### src/rtl/button_conditioner.sv
// Pushbutton front-end: 2-flop sync, per-button debounce,
// typematic step pulses for U/D/L/R and one-shot paint pulse.
module button_conditioner #(
  parameter int NUM_BTN             = 5,
  parameter int DEBOUNCE_CYCLES     = 1000000,
  parameter int REPEAT_DELAY_CYCLES = 40000000,
  parameter int REPEAT_RATE_CYCLES  = 5000000,
  parameter int CNT_W               = 26
) (
  input  logic               clk,
  input  logic               reset,
  input  logic [NUM_BTN-1:0] btn_raw,
  output logic [NUM_BTN-1:0] btn_level,
  output logic [NUM_BTN-1:0] btn_pulse,
  output logic               any_active
);

  localparam logic [CNT_W-1:0] DB_MAX =
    CNT_W'(DEBOUNCE_CYCLES - 1);
  localparam logic [CNT_W-1:0] DLY_MAX =
    CNT_W'(REPEAT_DELAY_CYCLES - 1);
  localparam logic [CNT_W-1:0] RATE_MAX =
    CNT_W'(REPEAT_RATE_CYCLES - 1);
  localparam longint CNT_LIM = longint'(1) << CNT_W;

  if (NUM_BTN != 5 ||
      DEBOUNCE_CYCLES < 1 ||
      REPEAT_DELAY_CYCLES < 1 ||
      REPEAT_RATE_CYCLES < 1 ||
      longint'(DEBOUNCE_CYCLES) > CNT_LIM ||
      longint'(REPEAT_DELAY_CYCLES) > CNT_LIM ||
      longint'(REPEAT_RATE_CYCLES) > CNT_LIM) begin : g_bad_param
    $error("button_conditioner: illegal parameters");
  end

  typedef enum logic [1:0] {
    IDLE,
    DELAY,
    REPEAT
  } rep_state_t;

  logic [NUM_BTN-1:0] s1;
  logic [NUM_BTN-1:0] s2;
  logic [NUM_BTN-1:0] db;
  logic [CNT_W-1:0]   db_cnt [NUM_BTN];
  logic               paint_pulse;
  logic [3:0]         dir_pulse;
  rep_state_t         rep_state [4];
  logic [CNT_W-1:0]   rep_cnt [4];

  always_ff @(posedge clk) begin
    if (reset) begin
      s1 <= '0;
      s2 <= '0;
    end else begin
      s1 <= btn_raw;
      s2 <= s1;
    end
  end

  always_ff @(posedge clk) begin
    if (reset) begin
      db <= '0;
      for (int i = 0; i < NUM_BTN; i++)
        db_cnt[i] <= '0;
    end else begin
      for (int i = 0; i < NUM_BTN; i++) begin
        if (s2[i] == db[i]) begin
          db_cnt[i] <= '0;
        end else if (db_cnt[i] == DB_MAX) begin
          db[i]     <= s2[i];
          db_cnt[i] <= '0;
        end else begin
          db_cnt[i] <= db_cnt[i] + CNT_W'(1);
        end
      end
    end
  end

  // db is the next btn_level; pulses register alongside it
  always_ff @(posedge clk) begin
    if (reset) begin
      btn_level   <= '0;
      any_active  <= 1'b0;
      paint_pulse <= 1'b0;
    end else begin
      btn_level   <= db;
      any_active  <= |btn_level;
      paint_pulse <= db[4] & ~btn_level[4];
    end
  end

  always_ff @(posedge clk) begin
    if (reset) begin
      dir_pulse <= '0;
      for (int i = 0; i < 4; i++) begin
        rep_state[i] <= IDLE;
        rep_cnt[i]   <= '0;
      end
    end else begin
      for (int i = 0; i < 4; i++) begin
        dir_pulse[i] <= 1'b0;
        if (!db[i]) begin
          rep_state[i] <= IDLE;
          rep_cnt[i]   <= '0;
        end else begin
          unique case (rep_state[i])
            IDLE: begin
              dir_pulse[i] <= 1'b1;
              rep_cnt[i]   <= '0;
              rep_state[i] <= DELAY;
            end
            DELAY: begin
              if (rep_cnt[i] == DLY_MAX) begin
                dir_pulse[i] <= 1'b1;
                rep_cnt[i]   <= '0;
                rep_state[i] <= REPEAT;
              end else begin
                rep_cnt[i] <= rep_cnt[i] + CNT_W'(1);
              end
            end
            REPEAT: begin
              if (rep_cnt[i] == RATE_MAX) begin
                dir_pulse[i] <= 1'b1;
                rep_cnt[i]   <= '0;
              end else begin
                rep_cnt[i] <= rep_cnt[i] + CNT_W'(1);
              end
            end
            default: begin
              rep_state[i] <= IDLE;
              rep_cnt[i]   <= '0;
            end
          endcase
        end
      end
    end
  end

  // opposing directions held together cancel each other
  assign btn_pulse = {
    paint_pulse,
    dir_pulse[3:2] & ~{2{&btn_level[3:2]}},
    dir_pulse[1:0] & ~{2{&btn_level[1:0]}}
  };

endmodule

### config.mk
export PLATFORM = sky130hd
export DESIGN_NAME = button_conditioner
export DESIGN_NICKNAME = d
export VERILOG_FILES = /design/src/rtl/button_conditioner.sv
export SDC_FILE = /design/constraint.sdc
export NUM_CORES = 1
export LEC_CHECK = 0
export ABC_CLOCK_PERIOD_IN_PS = 4350
export CAP_MARGIN = 20
export CORE_MARGIN = 2
export CORE_UTILIZATION = 40
export CTS_BUF_LIST = sky130_fd_sc_hd__clkbuf_8
export CTS_CLUSTER_SIZE = 28
export DETAILED_ROUTE_END_ITERATION = 6
export PLACE_DENSITY = 0.58
export SLEW_MARGIN = 20
export SYNTH_ARGS = -nofsm -noshare
export SYNTH_HDL_FRONTEND = slang
export SYNTH_SLANG_ARGS = --single-unit
### constraint.sdc
create_clock -name clk -period 4.35 [get_ports clk]
set_input_delay 0.435 -clock clk [delete_from_list [all_inputs] [get_ports clk]]
set_output_delay 0.435 -clock clk [all_outputs]
set_load 0.02 [all_outputs]
# Yosys cells after proc, flatten, opt, wreduce, memory -nomap -nowiden
# Memories as Yosys holds them, arrays and structs flattened.
# Index checks and enable logic that the tools add are counted.
dict set report word_totals {
  memories 3
  reg_bits 26
  elab_cells 390
  ram_bits 242
}
# name words word_bits rd rd_clocked_by_memory_dff wr line_no
set memory_table {}
lappend memory_table {db_cnt 5 26 5 0 5 45} ;# logic [CNT_W-1:0] db_cnt [NUM_BTN];
lappend memory_table {rep_cnt 4 26 4 0 4 49} ;# logic [CNT_W-1:0] rep_cnt [4];
lappend memory_table {rep_state 4 2 4 0 4 48} ;# rep_state_t rep_state [4];
dict set report op_classes {
  mux 244
  reduce_logical 20
  bitwise_logic 74
  addsub 9
  n_eq_ne 26
}
# op count
set ops {}
lappend ops {{$mux W26} 43}
lappend ops {{$add A26 B1 Y26 const B} 9}
lappend ops {{$mux W1} 181}
lappend ops {{$eq A26 B20 Y1 const B} 5}
lappend ops {{$eq A26 B23 Y1 const B} 4}
lappend ops {{$eq A26 B26 Y1 const B} 4}
lappend ops {{$or A1 B1 Y1} 59}
lappend ops {{$mux W2} 16}
lappend ops {{$reduce_and A2 Y1} 7}
lappend ops {{$pmux W1 S3} 4}
lappend ops {{$reduce_or A3 Y1} 4}
lappend ops {{$not A1 Y1} 10}
lappend ops {{$eq A2 B1 Y1 const B} 4}
lappend ops {{$eq A2 B2 Y1 const B} 4}
lappend ops {{$logic_not A2 Y1} 4}
lappend ops {{$reduce_or A2 Y1} 4}
lappend ops {{$eq A1 B1 Y1} 5}
lappend ops {{$reduce_or A5 Y1} 1}
lappend ops {{$and A2 B2 Y2} 2}
lappend ops {{$not A2 Y2} 2}
lappend ops {{$and A1 B1 Y1} 1}

# Logic depth before layout (Yosys ltp)
dict set report logic_depth {
  ltp_word 11
  mapped_depth 8
}

# Worst setup path after synthesis
# OpenSTA, ideal clock, no wires.
dict set report synth_path {
  path_kind {reg2reg}
  start {memory rep_cnt[1][0]}
  end {memory rep_cnt[1][21] (data pin)}
  path_stages_with_launch 9
  t_required_ps 4096
  path_slack_ps 2133
  n_path_buf 2
  arrival_ps 1962
  synth_period_minus_slack_ps 2217
  path_cell_list {edfxtp_1 > ha_1 > clkbuf_2 > or4bb_1 > nor4_4 > a21oi_1 > o21ai_4 > buf_6 > nor2_1}
}
# element line_no
set synth_rtl {}
lappend synth_rtl {{start, declared} 49}

==> flow_summary.json <==
{
  "fin_crit_ps": 2740,
  "synth_edf_count": 242,
  "track_usage": 0.149,
  "hold_end": "db[2]",
  "hold_path.class": "primary input to flip-flop",
  "holdWs_ps": 370,
  "ios": 18,
  "sw_frac_of_total": 0.224,
  "async_reset_ff_frac": 0,
  "status": "finished, final reports clean",
  "r2r_setup_slack_ps": 1610,
  "netlist_instances": 1345,
  "vias": 10100,
  "rows": 68,
  "ys.flop_type": "edfxtp_1",
  "drive_above_1_share": 0.0497,
  "clkPwrFrac": 0.423,
  "grt_first_pass_wirelength_um": 45800,
  "crit_path_end_kind": "flip-flop",
  "post_cts_buffers": 0,
  "irDropWorstVdd_mv": 0.215,
  "diodes": 0,
  "grt_pass1_vias": 9686,
  "p_int_mw": 4.27,
  "yosysMostFrequentCell": "nor2_1",
  "rr_worst_depth": 6,
  "min_period_over_period": 0.631,
  "finalSetupViolCount": 0,
  "r2r_end": "rep_cnt[1][2]",
  "vias_per_cell": 4.78,
  "cts_max_level": 2,
  "cts_resized": 0,
  "syn_avg_cell_area_um2": 10.5,
  "overflow": 0,
  "start_util": 0.408,
  "rsz0062_at_grt": "false",
  "p_switching_mw": 1.24,
  "yosysSeqAreaShare": 0.549,
  "ctsHoldBuffers": 0,
  "cp_data_required_time_ps": 4630,
  "p_per_area_mw_per_mm2": 332,
  "place_inst": 2014,
  "syn_to_final_growth_pct": 17.0,
  "grt_max_degree": 27,
  "cts_buffers": 49,
  "use_met3": 0.0269,
  "post-dp-hpwl_um": 18100,
  "power.leakage_nw": 5.74,
  "cp-start-kind": "flip-flop",
  "wl_per_cell_um": 12.6,
  "clk_latency_ps": 560,
  "clockBufferDepth": 3,
  "synth_area_leaders": "edfxtp_1 51%, nor2_1 7.8%, xor2_1 7.8%",
  "yosysTopAreaCell": "edfxtp_1",
  "ant_nets": 0,
  "netlist_area_mm2": 0.0142,
  "chipWidth_um": 192,
  "cts_tree": "done",
  "maxSlewViolCount": 0,
  "path_clk_slew_ps": 60,
  "fmax_ghz": 0.364,
  "yosysWarnings": 0,
  "place.gp.congestion": 0.811,
  "finClkSkew_ps": 18.3,
  "hold_viol": 0,
  "busiest_layer": "met2",
  "cts.sinks": 268,
  "r2r_start": "rep_cnt[1][0]",
  "nNetsFinal": 1626,
  "final_cells": 2106,
  "synth_seq_cells": 268,
  "remaining_drc_errors": 0,
  "first_iter_violations": 568,
  "comb_power_share": 0.031,
  "cts_root_buffer": "clkbuf_8",
  "critical_path_arrival_ps": 3020,
  "totalWireLength_um": 26600,
  "relSlewSlack": 0.240,
  "drtPass1Iterations": 5,
  "die_area_mm2": 0.0370,
  "path_class": "flip-flop to flip-flop",
  "coreArea_mm2": 0.0347,
  "port_buffers": 17,
  "fillers": 3320,
  "grt_use_met1": 0.210,
  "grtUsageMet2": 0.235,
  "cap_violations": 0,
  "synth_top_area_share": 0.513,
  "synth_common_cells": "294 x nor2_1, 242 x edfxtp_1, 126 x xor2_1",
  "hold_depth": 2,
  "crit_path_start": "rep_cnt[1][0]",
  "p_seq_frac": 0.546,
  "antenna_found_initial": 0,
  "synth_cell_types": 50,
  "worst_slew_pin_slew_ps": 1130,
  "min_from": "reset",
  "die_y_um": 192,
  "setup_tns_ps": 0,
  "critPathMaxFanout": 26
}
-- cell usage in the layout (no fill, tap or decap), types with 4 or more instances in the layout --
| cell type | synthesis | layout |
|---|---|---|
| conb_1 | 1 | 234 |
| and3_1 | 24 | 24 |
| or4_1 | 4 | 4 |
| nor2b_1 | 14 | 14 |
| nor4b_1 | 10 | 10 |
| xor2_1 | 126 | 126 |
| inv_1 | 33 | 59 |
| or3_1 | 6 | 6 |
| ha_1 | 9 | 9 |
| nand3_1 | 100 | 100 |
| and4_1 | 21 | 21 |
| edfxtp_1 | 242 | 242 |
| nor3_1 | 40 | 40 |
| o21ai_0 | 5 | 5 |
| nand4b_1 | 5 | 5 |
| clkbuf_8 | 0 | 60 |
| nand4_1 | 79 | 79 |
| mux2i_1 | 6 | 6 |
| a21oi_1 | 11 | 11 |
| nand2b_1 | 6 | 6 |
| dfxtp_1 | 26 | 26 |
| clkdlybuf4s50_1 | 0 | 16 |
| nor4_1 | 41 | 39 |
| nand2_1 | 72 | 72 |
| a21boi_0 | 4 | 4 |
| nor2_1 | 294 | 294 |
| xnor2_1 | 93 | 93 |
-- registers in the layout, summed over array words and instances (netlist names) --
register,cells
btn_level,5
rep_state,8
dir_pulse,4
db_cnt,130
any_active,1
rep_cnt,104
s1,5
s2,5
paint_pulse,1
db,5
-- through the flow --
step                      total power [mW]  setup slack, ps   util  area, um2
after floorplan                       3.17             2130      -      15100
after global placement                3.22             1420  0.449      15600
after detailed placement              3.22             1360  0.449      15600
after CTS                             5.59             1430  0.477      16600
after global routing                  5.75             1350  0.478      16600
final                                 5.50             1610  0.478      16600
-- routing by layer --
metal,vias to the layer above,share of wire
li1,5161,-
met1,4720,0.49
met2,142,0.44
met3,48,0.041
met4,0,0.020
met5,-,0
-- area by class of cell --
type,count,area (um2),area share
Clock buffer,60,826,0.0498
Sequential cell,268,7790,0.469
Tap cell,455,569,0.0343
Clock inverter,32,151,0.00912
Inverter,33,124,0.00747
Multi-Input combinational cell,1239,6950,0.419
Timing Repair Buffer,19,180,0.0109
-- power groups by stage --
stage | clock [mW] | combinational, mW | sequential (mW)
final | 2.33 | 0.171 | 3.00
after global routing | 2.53 | 0.201 | 3.02
after CTS | 2.42 | 0.168 | 3.00
after detailed placement | 0 | 0.166 | 3.06
after global placement | 0 | 0.165 | 3.05
after floorplan | 0 | 0.148 | 3.02
-- worst max-delay path by stage --
stage	endpoint	slack [ps]
4_1_cts	rep_cnt[3][10]	1430
6_report	rep_cnt[1][2]	1610
2_1_floorplan	rep_cnt[1][21]	2130
5_1_grt	rep_cnt[1][2]	1350
3_3_place_gp	rep_cnt[3][0]	1420
3_5_place_dp	rep_cnt[3][10]	1360
-- logic make-up after synthesis --
kind of cell,Yosys count,share of synthesized area
multiplexers,6,0.00424
AO/OA/AOI/OAI,31,0.0156
XOR/XNOR,219,0.135
buffers and inverters,71,0.0240
flip-flops,268,0.549
AND/OR/NAND/NOR,740,0.263
adder cells (fa/ha/maj),9,0.00794
other,1,0.000264
-- critical path, stage by stage, from the launching register on --
cell and delay [ps]:
edfxtp_1 360, ha_1 330, or4bb_1 560, nor4_4 270, a21oi_1 190, o21ai_4 620, nor2_1 120
Power figures use the tool's default switching activity.
==> patch (same flow settings) <==
Set the parameter `CNT_W` to 34 (it was 26).
--- a/src/rtl/button_conditioner.sv
+++ b/src/rtl/button_conditioner.sv
@@ -7,3 +7,3 @@
   parameter int REPEAT_RATE_CYCLES  = 5000000,
-  parameter int CNT_W               = 26
+  parameter int CNT_W               = 34
 ) (
Function: no difference found for any inputs over 4 cycles, from zero or initial values and one cycle with reset high; that may be too few to reach the edited logic, so the function may still have changed.
==> patch against the original RTL <==
Combinational power is 30% higher; utilization is 0.29 points lower; non-clock buffer count is 15 higher; worst setup slack worse by 300 ps; wire length is 32% higher; cell count is 31% higher; final area is 30% higher; worst hold slack better by 8.1 ps; total power is 28% higher; sequential share of layout area is 0.79 points lower; via count is 31% higher; sequential cell count is 72 higher; synthesized area is 30% higher; critical path type unchanged; largest cell class unchanged; largest power group unchanged; highest routed layer unchanged.
==> patch: results (changes against the original RTL) <==
INFO  metric detailedPlacementHpwl = 24.1 mm (was 18.1 mm)
INFO  metric post_cts_resized = 0 (unchanged)
INFO  metric worstPathArrival = 3360 ps (was 3020 ps)
INFO  metric number_of_warning_messages_in_the_yosys_log = 0 (unchanged)
INFO  metric slew_hr = 0.307 (was 0.240)
INFO  metric critical-path-max-stage-delay = 740 ps (was 620 ps)
INFO  metric synth.lib_cells_used.distinct = 58 (was 50)
INFO  metric clock_latency = 620 ps (was 560 ps)
INFO  metric gp_congestion = 0.791 (was 0.811)
INFO  metric synth-adder-area-share = 0.00611 (was 0.00794)
INFO  metric share_of_cells_above_drive_strength_1 = 0.0613 (was 0.0497)
INFO  metric synth_compound_area_frac = 0.0123 (was 0.0156)
INFO  metric critical_path_peak_fanout = 34 (was 26)
INFO  metric fin_worst_skew = 25.1 ps (was 18.3 ps)
INFO  metric htree_num_levels = 3 (was 2)
INFO  metric status = finished clean (unchanged)
INFO  metric synthTopCellsByArea = sky130_fd_sc_hd__edfxtp_1 51%, sky130_fd_sc_hd__xor2_1 7.7%, sky130_fd_sc_hd__nor2_1 7.6% (was sky130_fd_sc_hd__edfxtp_1 51%, sky130_fd_sc_hd__nor2_1 7.8%, sky130_fd_sc_hd__xor2_1 7.8%)
INFO  metric synthXorXnorAreaFrac = 0.139 (was 0.135)
INFO  metric irDropWorstVdd = 0.194 mV (was 0.215 mV)
INFO  metric nets = 2136 (was 1626)
INFO  metric tritoncts.num_buffers = 66 (was 49)
INFO  metric first_iter_violations = 747 (was 568)
INFO  metric via_per_inst = 4.78 (about the same)
INFO  metric post_drt_wl_per_cell = 12.7 µm (was 12.6 µm)
INFO  metric power.static_leakage = 7.35 nW (was 5.74 nW)
INFO  metric seq_area_frac_synth = 0.540 (was 0.549)
INFO  metric drt-pass1-iter-count = 7 (was 5)
[patch: per-layer routing]
metal	GRT usage	vias to the layer above	wire length, µm
met5	0	-	0
met4	0.0678	0	1220
met3	0.0342	95	1090
met2	0.247	139	16100
met1	0.191	6198	16600
li1	-	6806	-
[patch: worst paths after layout]
| path | end | from | depth (start not counted) | slack, ps |
|---|---|---|---|---|
| hold reg to reg | s2[4]$_SDFF_PP0_ | s1[4]$_SDFF_PP0_ | 1 | 440 |
| setup reg to reg | rep_cnt[3][15]$_SDFFCE_PP0P_ | rep_cnt[3][15]$_SDFFCE_PP0P_ | 5 | 1310 |
| hold / removal | s1[0]$_SDFF_PP0_ | btn_raw[0] | 2 | 380 |
| setup / recovery | rep_cnt[3][15]$_SDFFCE_PP0P_ | rep_cnt[3][15]$_SDFFCE_PP0P_ | 5 | 1310 |
[patch: critical path: cells and delay by family, from the launching register on]
kind | cells | cell delay [ps]
simple gates | 3 | 1160
flops | 1 | 440
compound gates | 2 | 1130
[patch: stage by stage]
stage	instance area [µm²]	hold slack (ps)	cells	total power, mW	setup WS, ps
after floorplan	19600	414	2077	4.04	1900
final	21600	379	2768	7.02	1310
after global placement	20300	433	2652	4.10	1360
after CTS	21600	313	2768	7.15	1260
after global routing	21600	347	2768	7.33	1150
after detailed placement	20300	428	2652	4.11	1270
[patch: where the power goes]
part | switching [mW] | leakage (nW) | internal, mW
clock | 1.38 | 0.689 | 1.59
combinational | 0.128 | 3.19 | 0.0948
sequential | 0.137 | 3.47 | 3.69
[patch: area by class of cell]
type / count / area [µm²]
clock buffers: 76 / 1050
flip-flops and latches: 340 / 9950
inverters: 46 / 173
well taps: 600 / 751
clock inverters: 40 / 183
multi-input cells: 1632 / 9160
fillers: 4303 / 23800
repair buffers: 34 / 298
